--- src/rtl/analysis_frame_ctrl_if.sv ---
`default_nettype none
// ============================================================================
// Module      : analysis_frame_ctrl_if
// Description : Sample stream, pipeline launch/return and result handshake
//               bundle for analysis_frame_ctrl.
// Revision    : 1.0 - initial release
// ============================================================================
interface analysis_frame_ctrl_if;
    logic         in_valid;
    logic         in_ready;
    logic [31:0]  in_data;
    logic         in_last;
    logic [511:0] fft_bus;
    logic         fft_valid;
    logic         done;
    logic [3:0]   freq_in;
    logic         res_valid;
    logic         res_ready;
    logic [3:0]   res_freq;
    logic [7:0]   res_tag;
    logic         err_framing;
    logic         err_done;
    logic         err_timeout;

    modport slave (
        input  in_valid, in_data, in_last, done, freq_in, res_ready,
        output in_ready, fft_bus, fft_valid, res_valid, res_freq, res_tag,
               err_framing, err_done, err_timeout
    );

    modport master (
        output in_valid, in_data, in_last, done, freq_in, res_ready,
        input  in_ready, fft_bus, fft_valid, res_valid, res_freq, res_tag,
               err_framing, err_done, err_timeout
    );
endinterface
`default_nettype wire

--- src/rtl/analysis_frame_ctrl.sv ---
`default_nettype none
// ============================================================================
// Module      : analysis_frame_ctrl
// Description : Frame sequencer for the 16-bin analysis pipeline: gathers 16
//               samples, launches with credits against the result FIFO and
//               returns tagged results. Watchdog enabled by
//               ANALYSIS_FRAME_CTRL_TIMEOUT_EN.
// Revision    : 1.0 - initial release
// ============================================================================
module analysis_frame_ctrl #(
    parameter int NPT       = 16,
    parameter int PIPE_LAT  = 6,
    parameter int RES_DEPTH = 4,
    parameter int TIMEOUT   = 32
) (
    input  logic                 clk,
    input  logic                 rst_n,
    analysis_frame_ctrl_if.slave bus
);
    localparam int         PW     = $clog2(RES_DEPTH);
    localparam int         CW     = PW + 1;
    localparam logic [3:0] C_LAST = 4'(NPT - 1);

    typedef enum logic [1:0] {
        FILL  = 2'd0,
        HOLD  = 2'd1,
        ISSUE = 2'd2
    } state_t;

    state_t            state_q;
    logic [3:0]        cnt_q;
    logic [15:0][31:0] frame_q;
    logic              in_ready_q;
    logic              fft_valid_q;
    logic              err_framing_q;
    logic              err_done_q;

    logic [7:0]        tag_cnt_q;
    logic [7:0]        tagq_q [RES_DEPTH];
    logic [PW-1:0]     tagq_wr_q;
    logic [PW-1:0]     tagq_rd_q;
    logic [CW-1:0]     outst_q;

    logic [11:0]       fifo_q [RES_DEPTH];
    logic [PW-1:0]     fifo_wr_q;
    logic [PW-1:0]     fifo_rd_q;
    logic [CW-1:0]     fifo_cnt_q;

    logic w_accept;
    logic w_issue;
    logic w_done_ok;
    logic w_pop;
    logic w_credit;
    logic w_timeout;

    assign w_accept  = bus.in_valid & in_ready_q;
    assign w_issue   = (state_q == ISSUE);
    assign w_done_ok = bus.done & (outst_q != '0);
    assign w_pop     = (fifo_cnt_q != '0) & bus.res_ready;
    // Frames in flight plus queued results may never exceed the FIFO depth.
    assign w_credit  = ({1'b0, outst_q} + {1'b0, fifo_cnt_q}) < (CW + 1)'(RES_DEPTH);

    always_ff @(posedge clk or negedge rst_n) begin
        if (!rst_n) begin
            state_q       <= FILL;
            cnt_q         <= '0;
            frame_q       <= '0;
            in_ready_q    <= 1'b0;
            fft_valid_q   <= 1'b0;
            err_framing_q <= 1'b0;
        end else begin
            fft_valid_q <= 1'b0;
            case (state_q)
                FILL: begin
                    in_ready_q <= 1'b1;
                    if (w_accept) begin
                        frame_q[cnt_q] <= bus.in_data;
                        if (cnt_q == C_LAST) begin
                            state_q    <= HOLD;
                            cnt_q      <= '0;
                            in_ready_q <= 1'b0;
                            if (!bus.in_last) err_framing_q <= 1'b1;
                        end else if (bus.in_last) begin
                            cnt_q         <= '0;
                            err_framing_q <= 1'b1;
                        end else begin
                            cnt_q <= cnt_q + 4'd1;
                        end
                    end
                end
                HOLD: begin
                    if (w_credit) begin
                        state_q     <= ISSUE;
                        fft_valid_q <= 1'b1;
                    end
                end
                ISSUE: begin
                    state_q    <= FILL;
                    in_ready_q <= 1'b1;
                end
                default: begin
                    state_q    <= FILL;
                    in_ready_q <= 1'b0;
                end
            endcase
        end
    end

    always_ff @(posedge clk or negedge rst_n) begin
        if (!rst_n) begin
            tag_cnt_q  <= '0;
            tagq_wr_q  <= '0;
            tagq_rd_q  <= '0;
            outst_q    <= '0;
            err_done_q <= 1'b0;
            for (int i = 0; i < RES_DEPTH; i++) tagq_q[i] <= '0;
        end else begin
            if (w_issue) begin
                tagq_q[tagq_wr_q] <= tag_cnt_q;
                tagq_wr_q         <= tagq_wr_q + 1'b1;
                tag_cnt_q         <= tag_cnt_q + 8'd1;
            end
            if (w_timeout) begin
                // Flush: only a frame launching this very cycle stays in flight.
                tagq_rd_q <= tagq_wr_q;
                outst_q   <= w_issue ? CW'(1) : '0;
            end else begin
                if (w_done_ok) tagq_rd_q <= tagq_rd_q + 1'b1;
                if (w_issue && !w_done_ok)      outst_q <= outst_q + 1'b1;
                else if (!w_issue && w_done_ok) outst_q <= outst_q - 1'b1;
            end
            if (bus.done && (outst_q == '0)) err_done_q <= 1'b1;
        end
    end

    always_ff @(posedge clk or negedge rst_n) begin
        if (!rst_n) begin
            fifo_wr_q  <= '0;
            fifo_rd_q  <= '0;
            fifo_cnt_q <= '0;
            for (int i = 0; i < RES_DEPTH; i++) fifo_q[i] <= '0;
        end else begin
            if (w_done_ok) begin
                fifo_q[fifo_wr_q] <= {tagq_q[tagq_rd_q], bus.freq_in};
                fifo_wr_q         <= fifo_wr_q + 1'b1;
            end
            if (w_pop) fifo_rd_q <= fifo_rd_q + 1'b1;
            if (w_done_ok && !w_pop)      fifo_cnt_q <= fifo_cnt_q + 1'b1;
            else if (!w_done_ok && w_pop) fifo_cnt_q <= fifo_cnt_q - 1'b1;
        end
    end

`ifdef ANALYSIS_FRAME_CTRL_TIMEOUT_EN
    localparam int WW = $clog2(TIMEOUT + 1);

    logic [WW-1:0] wd_q;
    logic          err_timeout_q;

    // Counter starts on the launch cycle so it trips TIMEOUT cycles after fft_valid.
    assign w_timeout = !bus.done && (outst_q != '0) && (wd_q == WW'(TIMEOUT - 1));

    always_ff @(posedge clk or negedge rst_n) begin
        if (!rst_n) begin
            wd_q          <= '0;
            err_timeout_q <= 1'b0;
        end else if (bus.done || w_timeout) begin
            wd_q <= '0;
            if (w_timeout) err_timeout_q <= 1'b1;
        end else if ((outst_q != '0) || w_issue) begin
            wd_q <= wd_q + 1'b1;
        end else begin
            wd_q <= '0;
        end
    end

    assign bus.err_timeout = err_timeout_q;
`else
    assign w_timeout       = 1'b0;
    assign bus.err_timeout = 1'b0;
`endif

    assign bus.in_ready    = in_ready_q;
    assign bus.fft_valid   = fft_valid_q;
    assign bus.fft_bus     = frame_q;
    assign bus.res_valid   = (fifo_cnt_q != '0);
    assign bus.res_tag     = fifo_q[fifo_rd_q][11:4];
    assign bus.res_freq    = fifo_q[fifo_rd_q][3:0];
    assign bus.err_framing = err_framing_q;
    assign bus.err_done    = err_done_q;
endmodule
`default_nettype wire

--- src/flat_wrapper.sv ---
// flat-port wrapper written by rule: the top's interface ports become plain ports
module analysis_frame_ctrl_flat 
#(
    parameter int NPT       = 16,
    parameter int PIPE_LAT  = 6,
    parameter int RES_DEPTH = 4,
    parameter int TIMEOUT   = 32
)
  (clk, rst_n, bus_in_valid, bus_in_data, bus_in_last, bus_done, bus_freq_in, bus_res_ready, bus_in_ready, bus_fft_bus, bus_fft_valid, bus_res_valid, bus_res_freq, bus_res_tag, bus_err_framing, bus_err_done, bus_err_timeout);
  analysis_frame_ctrl_if bus_i ();
  input  logic clk;
  input  logic rst_n;
  input wire logic [$bits(bus_i.in_valid)-1:0] bus_in_valid;
  input wire logic [$bits(bus_i.in_data)-1:0] bus_in_data;
  input wire logic [$bits(bus_i.in_last)-1:0] bus_in_last;
  input wire logic [$bits(bus_i.done)-1:0] bus_done;
  input wire logic [$bits(bus_i.freq_in)-1:0] bus_freq_in;
  input wire logic [$bits(bus_i.res_ready)-1:0] bus_res_ready;
  output wire logic [$bits(bus_i.in_ready)-1:0] bus_in_ready;
  output wire logic [$bits(bus_i.fft_bus)-1:0] bus_fft_bus;
  output wire logic [$bits(bus_i.fft_valid)-1:0] bus_fft_valid;
  output wire logic [$bits(bus_i.res_valid)-1:0] bus_res_valid;
  output wire logic [$bits(bus_i.res_freq)-1:0] bus_res_freq;
  output wire logic [$bits(bus_i.res_tag)-1:0] bus_res_tag;
  output wire logic [$bits(bus_i.err_framing)-1:0] bus_err_framing;
  output wire logic [$bits(bus_i.err_done)-1:0] bus_err_done;
  output wire logic [$bits(bus_i.err_timeout)-1:0] bus_err_timeout;
  assign bus_i.in_valid = bus_in_valid;
  assign bus_i.in_data = bus_in_data;
  assign bus_i.in_last = bus_in_last;
  assign bus_i.done = bus_done;
  assign bus_i.freq_in = bus_freq_in;
  assign bus_i.res_ready = bus_res_ready;
  assign bus_in_ready = bus_i.in_ready;
  assign bus_fft_bus = bus_i.fft_bus;
  assign bus_fft_valid = bus_i.fft_valid;
  assign bus_res_valid = bus_i.res_valid;
  assign bus_res_freq = bus_i.res_freq;
  assign bus_res_tag = bus_i.res_tag;
  assign bus_err_framing = bus_i.err_framing;
  assign bus_err_done = bus_i.err_done;
  assign bus_err_timeout = bus_i.err_timeout;
  analysis_frame_ctrl #(.NPT(NPT), .PIPE_LAT(PIPE_LAT), .RES_DEPTH(RES_DEPTH), .TIMEOUT(TIMEOUT)) u_core (.clk(clk), .rst_n(rst_n), .bus(bus_i));
endmodule
--- config.mk ---
export PLATFORM = sky130hd
export DESIGN_NAME = analysis_frame_ctrl_flat
export DESIGN_NICKNAME = d
export VERILOG_FILES = /design/src/rtl/analysis_frame_ctrl_if.sv /design/src/rtl/analysis_frame_ctrl.sv /design/src/flat_wrapper.sv
export SDC_FILE = /design/constraint.sdc
export NUM_CORES = 1
export LEC_CHECK = 0
export CAP_MARGIN = 20
export CORE_ASPECT_RATIO = 0.6
export CORE_MARGIN = 3
export CORE_UTILIZATION = 45
export CTS_CLUSTER_DIAMETER = 80
export DETAILED_ROUTE_END_ITERATION = 8
export GPL_ROUTABILITY_DRIVEN = 0
export PLACE_DENSITY = 0.77
export SYNTH_ARGS = -nofsm -noshare
export SYNTH_HDL_FRONTEND = slang
export SYNTH_SLANG_ARGS = --single-unit
--- constraint.sdc ---
create_clock -name clk -period 1.9 [get_ports clk]
set_input_delay 0.19 -clock clk [delete_from_list [all_inputs] [get_ports clk]]
set_output_delay 0.19 -clock clk [all_outputs]
set_load 0.005 [all_outputs]
==> reports/qor_table.md, run 1 <==
| Step | Result | Reported |
| --- | --- | --- |
| worst setup path | Buffers & Inverters on Critical Path | 3 |
| grt | Via count of the first global-routing pass | 16600 |
| routing | Residual antenna-violating net count after detailed routing | 0 |
| final layout | Share of layout cells above drive strength 1 | 39.8% |
| placed design | Post-Place Setup Slack | -0.230 ns |
| logic synthesis | Cell area after synthesis | 24100 µm² |
| routing | Post-detailed-routing wire length | 71100 µm |
| pwr | Proportion of total power due to net switching | 26.4% |
| worst setup path | Endpoint kind of the worst setup timing path | output port |
| sta | Setup violations, final | 12 |
| pwr | Total Power | 39400 µW |
| worst setup path | Setup slack on the worst flop-to-flop path | 0.02 ns |
| worst hold path | Path type of the worst min-delay path | input port to async pin |
| floorplan | Area of the core | 51900 µm² |
| final layout | Fillcell total | 3687 |
| pwr | Comb pwr share | 27.2% |
| sta | Post-layout worst setup margin | -0.134 ns |
| floorplan | Number of rows in the core area | 64 |
| worst setup path | Reg-to-Reg Start | u_core.fifo_cnt_q[2] |
| logic synthesis | Dominant cells by area after synthesis | dfrtp_1 65%, mux2_2 28%, mux4_2 1.9% |
| routing | Average wire per standard cell | 24.9 µm |
| clocking | CTS tree | built |
| final layout | Summed area of non-filler cells in the final layout | 33600 µm² |
| logic synthesis | Average cell area after synthesis | 16.5 µm² |
| logic synthesis | Library cells used by synthesis | 37 |
| pwr | Total power divided by cell area | 1170 nW/µm² |
| logic synthesis | Synth Instances | 1461 |
| logic synthesis | Share of the yosys chip area belonging to registers | 64.8% |
| pwr | Worst vdd ir | 771 µV |
| sta | Sum of negative setup slack | -1.17 ns |
| logic synthesis | Top_reg_cell synth | dfrtp_1 |
| sta | Setup repair after global routing missed its margin | yes |
| sta | Remaining max-slew budget at the tightest pin | 52.5% |
| worst setup path | Highest net fanout along the worst path | 7 |
| clocking | Num CTS Buffers | 57 |
| grt | Wire length of the first global-routing pass | 107000 µm |
| routing | DRC | 0 |
| logic synthesis | Proportion of synthesized flip-flops having asynchronous set or reset | 100% |
| sta | Final setup skew | 0.0258 ns |
| floorplan | Die Wd | 305 µm |
| worst setup path | Most prevalent standard cell on the critical path | buf_6 |
| logic synthesis | Number of storage elements in the synthesis netlist | 624 |
| worst setup path | Classification of the worst setup path | register to output port |
| logic synthesis | Number of flops mapped to enable cells by yosys | 0 |
| worst setup path | Largest incremental delay on the critical path | 0.51 ns |
| worst setup path | CP arrival | 1.84 ns |
| sta | Final period utilization | 107% |
| sta | Tmin final | 2.03 ns |
| clocking | Clock network latency to the later pin of the worst-skew pair | 0.59 ns |
| final layout | Number of nets in the layout | 2180 |
| sta | Max Transition Viols Final | 0 |
| final layout | Utilization of the core after routing | 64.8% |
| placed design | Number of port buffers | 570 |
| clocking | Max Buffers Root-to-Sink | 3 |
| worst setup path | Startpoint type of the worst setup path | register |
| sta | Actual transition at the worst max-transition pin | 0.711 ns |
| logic synthesis | Net count after synthesis | 1522 |
| routing | Drt first pass iters | 4 |
| worst setup path | Crit path cell chain | buf_6 -> buf_6 -> mux4_2 -> buf_2 |
| grt | Largest net degree at the start of global routing | 68 |
| placed design | Half-perimeter wire length after placement | 50700 µm |
| placed design | Cell area reported after detailed placement | 31700 µm² |
| pwr | Net switching component of the power | 10400 µW |
| worst setup path | Reg2reg path depth | 8 |
| routing | Initial DRC Count | 712 |
| pwr | Int Pwr | 29000 µW |
| sta | Number of hold violations in the final report | 0 |
| pwr | Share of power burned in registers | 43.9% |
| pwr | Clock Power Share | 28.9% |
| run | Max capacitance violation total | 0 |
| logic synthesis | Count of yosys warnings during synthesis | 0 |
| logic synthesis | Fraction of post-synthesis cell area in the top cell type by area | 64.8% |
| pwr | Static Leakage | 0.0158 µW |
| outcome | Outcome | complete, but fails checks |
| clocking | Clock Sink Count | 624 |
| logic synthesis | Top-count cell post-synth | dfrtp_1 |
| floorplan | Die Span Y | 185 µm |
| logic synthesis | Commonest cells in the synthesized netlist | 624 x dfrtp_1, 589 x mux2_2, 59 x buf_2 |
| floorplan | Count of pins on the block boundary | 572 |
| floorplan | Effective utilization at floorplan | 46.4% |
| routing | Average vias per placed instance | 5.27 |
| clocking | Clock transition at the registers of the reported paths | 0.07 ns |
| sta | Maximum operating frequency | 492 MHz |
| clocking | Master cell of the clock root buffer | clkbuf_16 |
| routing | Number of vias after detailed routing | 15100 |
| worst setup path | CP required | 1.71 ns |
| grt | Initial antenna violation count | 2 |
| clocking | Number of levels the H-tree was split into | 2 |
| floorplan | Die area | 56400 µm² |
| logic synthesis | Library cell with the largest summed area after synthesis | dfrtp_1 |
| final layout | P&R area growth vs syn | 39.6% |
| outcome | Violated checks | negative setup slack |
| worst setup path | Library cell contributing the largest single delay on the critical path | mux4_2 |
| grt | Remaining Overflow, GRT | 0 |
| worst setup path | Endpoint of the worst register-to-register path | u_core.fifo_cnt_q[2] |
| worst setup path | Largest delay share family, worst path | multiplexers |
| grt | Overall fraction of global-route tracks in use | 24.8% |
==> sequential cells by signal (all words and copies together), names as in the netlist <==
register,count
u_core.fifo_wr_q,2
u_core.bus.fft_valid,1
u_core.cnt_q,4
u_core.fifo_cnt_q,3
u_core.fifo_rd_q,2
u_core.tagq_q,32
u_core.tag_cnt_q,8
u_core.bus.fft_bus,512
u_core.bus.err_done,1
u_core.bus.err_framing,1
u_core.tagq_wr_q,2
u_core.outst_q,3
u_core.fifo_q,48
u_core.state_q,2
u_core.tagq_rd_q,2
u_core.bus.in_ready,1
==> metal layers <==
layer,share of wire (%),track usage (%),vias to the layer above
met5,0,0,-
met4,3.7,8.47,0
met3,6.0,6.43,135
met2,49,41.5,405
met1,41,31.7,8023
li1,-,-,6506
==> area by class of cell <==
class                   instances  area [µm²]  share of cell area (%)
diodes                          2        5.00                  0.0149
inverters                      10        37.5                   0.112
multi-input cells             729        8100                    24.1
clock inverters                16         158                   0.469
clock buffers                  86        1690                    5.01
well taps                     693         867                    2.58
flip-flops and latches        624       15600                    46.4
repair buffers                697        7160                    21.3
==> worst max path at each step <==
stage | start | end | slack [ns] | depth (start not counted)
floorplan | u_core.outst_q[0] | u_core.fifo_cnt_q[1] | 0.02 | 6
detailed placement | bus_in_valid | u_core.bus.fft_bus[414] | -0.23 | 6
finish | u_core.fifo_rd_q[0] | bus_res_tag[2] | -0.13 | 4
CTS | u_core.fifo_rd_q[0] | bus_res_tag[2] | -0.18 | 4
global placement | bus_in_valid | u_core.bus.fft_bus[414] | -0.20 | 6
global route | u_core.fifo_rd_q[0] | bus_res_tag[2] | -0.24 | 4
==> power groups by stage <==
stage               logic (µW)  registers [µW]  clock network (µW)
CTS                      10800           17200               11600
global route             11400           17500               12200
detailed placement       10600           17400                   0
floorplan                 3460           17400                   0
finish                   10700           17300               11400
global placement         10400           17300                   0
==> cells in the final DEF (no fill, tap or decap), drive strengths merged, types with 2 or more instances in the layout <==
master	instances
nand2b	3
mux4	20
nor2b	3
clkbuf	87
nand4	7
diode	2
dfrtp	624
nand3	15
a21o	2
clkinv	11
buf	139
mux2	595
ha	17
nor2	6
bufinv	2
xor2	6
nor3b	2
nand2	15
xnor2	14
clkdlybuf4s50	556
inv	12
o21ai	6
fa	2
and3	2
==> through the flow <==
stage                     std cells  hold WS [ns]
after floorplan                1461        -0.106
after global placement         2735         0.125
after detailed placement       2735         0.128
after CTS                      2851        0.0949
after global routing           2857         0.103
final                          2857         0.110
==> repair_timing <==
action / in CTS / in global routing
setup endpoints to repair: 41 / 43
pin swaps: 7 / 7
hold endpoints to repair: 306 / 0
buffers inserted: 13 / 4
resized for setup: 60 / 5
cloned: 0 / 0
hold buffers: 1 / 0
==> kinds of logic after synthesis <==
family,Yosys count,share of synthesized area (%)
other cells,1,0.0156
flops,624,64.8
mux,615,29.7
compound gates,14,0.369
fa+ha+maj,19,1.05
xor+xnor,20,0.727
simple gates,60,1.34
buf+inv,108,2.00
Power figures use the tool's default switching activity.
==> inputs of run 2 (changes only) <==
--- a/config.mk
+++ b/config.mk
@@ -5,9 +5,8 @@
 export SDC_FILE = /design/constraint.sdc
 export NUM_CORES = 1
 export LEC_CHECK = 0
-export CAP_MARGIN = 20
+export CAP_MARGIN = 40
 export CORE_ASPECT_RATIO = 0.6
-export CORE_MARGIN = 3
 export CORE_UTILIZATION = 45
 export CTS_CLUSTER_DIAMETER = 80
 export DETAILED_ROUTE_END_ITERATION = 8
==> run 2 against run 1 <==
Highest routed layer unchanged. The run still ends with negative setup slack left. Largest power group unchanged. Cell count up 0.91%. Fmax down 0.41%. Total power up 1.6%. Routed wire length up 0.40%. Global-route usage up 1.2 points. Critical endpoint unchanged. Non-clock buffer count up 17. Clock-buffer cell count down 6.
==> reports/qor_table.md, run 2 (same netlist as run 1, synthesis figures left out) <==
| Step | Result | Reported | Delta |
| --- | --- | --- | --- |
| clocking | Clock Sink Count | 624 | unchanged |
| sta | Actual transition at the worst max-transition pin | 0.683 ns | -0.0282 ns |
| worst hold path | Path type of the worst min-delay path | input port to async pin |  |
| final layout | Number of nets in the layout | 2196 | +0.73% |
| placed design | Post-Place Setup Slack | -0.218 ns | +0.0121 ns |
| grt | Largest net degree at the start of global routing | 65 | -4.4% |
| sta | Setup violations, final | 14 | +2 |
| worst setup path | Classification of the worst setup path | register to output port |  |
| sta | Remaining max-slew budget at the tightest pin | 54.4% | +1.9 points |
| run | Max capacitance violation total | 0 | unchanged |
| pwr | Static Leakage | 0.0160 µW | +0.99% |
| clocking | Max Buffers Root-to-Sink | 3 | unchanged |
| final layout | P&R area growth vs syn | 40.9% |  |
| routing | Post-detailed-routing wire length | 71400 µm | +0.40% |
| floorplan | Die Span Y | 181 µm | -2.2% |
| grt | Remaining Overflow, GRT | 0 | unchanged |
| worst setup path | Endpoint of the worst register-to-register path | u_core.fifo_cnt_q[2] |  |
| routing | Average wire per standard cell | 24.8 µm | -0.51% |
| worst setup path | Reg-to-Reg Start | u_core.fifo_cnt_q[2] |  |
| pwr | Worst vdd ir | 853 µV | +11% |
| floorplan | Count of pins on the block boundary | 572 | unchanged |
| clocking | Master cell of the clock root buffer | clkbuf_16 |  |
| worst setup path | Reg2reg path depth | 9 | +1 |
| placed design | Placed Cells | 2759 | +0.88% |
| worst setup path | Endpoint kind of the worst setup timing path | output port |  |
| final layout | Storage cell area | 15600 µm² | about the same |
| routing | Number of vias after detailed routing | 15200 | +0.98% |
| placed design | Number of port buffers | 570 | unchanged |
| final layout | Commonest non-fill, non-tap cells in the layout | 622 x dfrtp_1, 589 x mux2_2, 556 x clkdlybuf4s50_1, 89 x buf_4, 58 x clkbuf_16 |  |
| floorplan | Number of rows in the core area | 65 | +1.6% |
| worst setup path | Crit path cell chain | buf_6 -> buf_4 -> mux4_2 -> buf_2 |  |
| final layout | Share of layout cells above drive strength 1 | 40.8% | +1.0 points |
| sta | Final period utilization | 107% | +0.44 points |
| outcome | Outcome | complete, but fails checks |  |
| final layout | Fillcell total | 3739 | +1.4% |
| final layout | Final non-filler cell total | 2883 | +0.91% |
| final layout | Summed area of non-filler cells in the final layout | 33900 µm² | +0.91% |
| worst setup path | Library cell contributing the largest single delay on the critical path | mux4_2 |  |
| routing | Drt first pass iters | 4 | unchanged |
| floorplan | Effective utilization at floorplan | 45.7% | -0.71 points |
| worst setup path | CP arrival | 1.85 ns | about the same |
| sta | Tmin final | 2.04 ns | +0.00833 ns |
| floorplan | Area of the core | 52700 µm² | +1.6% |
| placed design | Half-perimeter wire length after placement | 50000 µm | -1.4% |
| grt | Initial antenna violation count | 1 | -1 |
| final layout | Utilization of the core after routing | 64.4% | -0.42 points |
| worst setup path | Largest delay share family, worst path | multiplexers |  |
| floorplan | Die Wd | 301 µm | -1.3% |
| clocking | Num CTS Buffers | 56 | -1.8% |
| pwr | Total power divided by cell area | 1180 nW/µm² | +0.70% |
| outcome | Violated checks | negative setup slack |  |
| sta | Number of hold violations in the final report | 0 | unchanged |
| worst setup path | Largest incremental delay on the critical path | 0.50 ns | about the same |
| worst setup path | Setup slack on the worst flop-to-flop path | -0.13 ns | -0.15 ns |
| grt | Via count of the first global-routing pass | 16400 | -1.5% |
| clocking | Clock network latency to the later pin of the worst-skew pair | 0.60 ns | about the same |
| clocking | Clock transition at the registers of the reported paths | 0.06 ns | about the same |
| worst setup path | CP required | 1.71 ns | about the same |
| sta | Post-layout worst setup margin | -0.142 ns | -0.00833 ns |
| floorplan | Die area | 54500 µm² | -3.4% |
| sta | Final setup skew | 0.0258 ns | +0.0000563 ns |
| routing | DRC | 0 | unchanged |
| final layout | Multi-input combinational cell area | 8120 µm² | +0.25% |
| grt | Wire length of the first global-routing pass | 106000 µm | -0.60% |
| clocking | Number of levels the H-tree was split into | 2 | unchanged |
| routing | Initial DRC Count | 683 | -4.1% |
| sta | Hold Slack | 0.0955 ns | -0.0145 ns |
| sta | Setup repair after global routing missed its margin | yes |  |
| worst setup path | Startpoint type of the worst setup path | register |  |
| worst setup path | Buffers & Inverters on Critical Path | 3 | unchanged |
| clocking | CTS tree | built |  |
| sta | Maximum operating frequency | 490 MHz | -0.41% |
| grt | Overall fraction of global-route tracks in use | 26.0% | +1.2 points |
| placed design | Cell area reported after detailed placement | 31800 µm² | +0.37% |
| routing | Residual antenna-violating net count after detailed routing | 0 | unchanged |
| final layout | Flip-flop count of the largest register, all copies and words added | 512 | unchanged |
| worst setup path | Highest net fanout along the worst path | 6 | -1 |
| sta | Max Transition Viols Final | 0 | unchanged |
| routing | Average vias per placed instance | 5.28 | about the same |
| final layout | Commonest non-fill, non-tap cell in the layout | dfrtp_1 |  |
[run 2: cell count changes in the layout (fill, tap and decap cells not counted), moves of 2 or more]
| cell | previous run | this run |
|---|---|---|
| buf_4 | 76 | 89 |
| buf_6 | 11 | 14 |
| bufinv_16 | 2 | 6 |
| clkbuf_1 | 15 | 10 |
| ha_1 | 15 | 13 |
| ha_2 | 0 | 2 |
| inv_16 | 0 | 2 |
| nor2b_1 | 3 | 1 |
| nor2b_2 | 0 | 2 |
[run 2: per-stage QoR]
| stage | total power, µW | TNS (ns) |
|---|---|---|
| 5_1_grt | 41700 | -2.70 |
| 4_1_cts | 40200 | -2.11 |
| 3_5_place_dp | 28000 | -65.88 |
| 2_1_floorplan | 20800 | 0 |
| 6_report | 40000 | -1.65 |
| 3_3_place_gp | 27500 | -52.99 |
[run 2: what timing repair did]
item | 4_1_cts | 5_1_grt
endpoints found under the setup margin | 40 | 104
resized for setup | 58 | 20
hold endpoints to repair | 238 | 0
pin swaps | 5 | 7
setup buffers | 12 | 8
hold buffers | 1 | 0
gates cloned | 0 | 1
[run 2: worst max path at each step]
stage / start / to / cells past startpoint
global placement: bus_in_valid / u_core.bus.fft_bus[389] / 5
finish: u_core.fifo_rd_q[0] / bus_res_tag[2] / 4
CTS: u_core.fifo_rd_q[0] / bus_res_tag[5] / 4
detailed placement: bus_in_valid / u_core.bus.fft_bus[387] / 5
global route: u_core.fifo_rd_q[0] / bus_res_tag[7] / 4
floorplan: u_core.outst_q[0] / u_core.fifo_cnt_q[1] / 6
[run 2: layout make-up]
type	count	area share, %
clock buffers	80	4.84
well taps	703	2.59
repair buffers	714	21.6
diodes	1	0.00737
inverters	10	0.111
clock inverters	22	0.899
flip-flops and latches	624	46.0
multi-input cells	729	23.9
[run 2: report_power, final]
part,switching (µW),internal (µW),total [µW]
clock network,5130,6870,12000
registers,1520,15800,17300
logic,3850,6850,10700
total,10500,29500,40000
[run 2: layer usage]
metal,up-vias,routed length [µm],GRT usage (%)
met1,8103,30200,34.2
met2,434,34100,41.8
li1,6540,-,-
met3,140,4400,6.41
met4,0,2720,9.22
met5,-,0,0
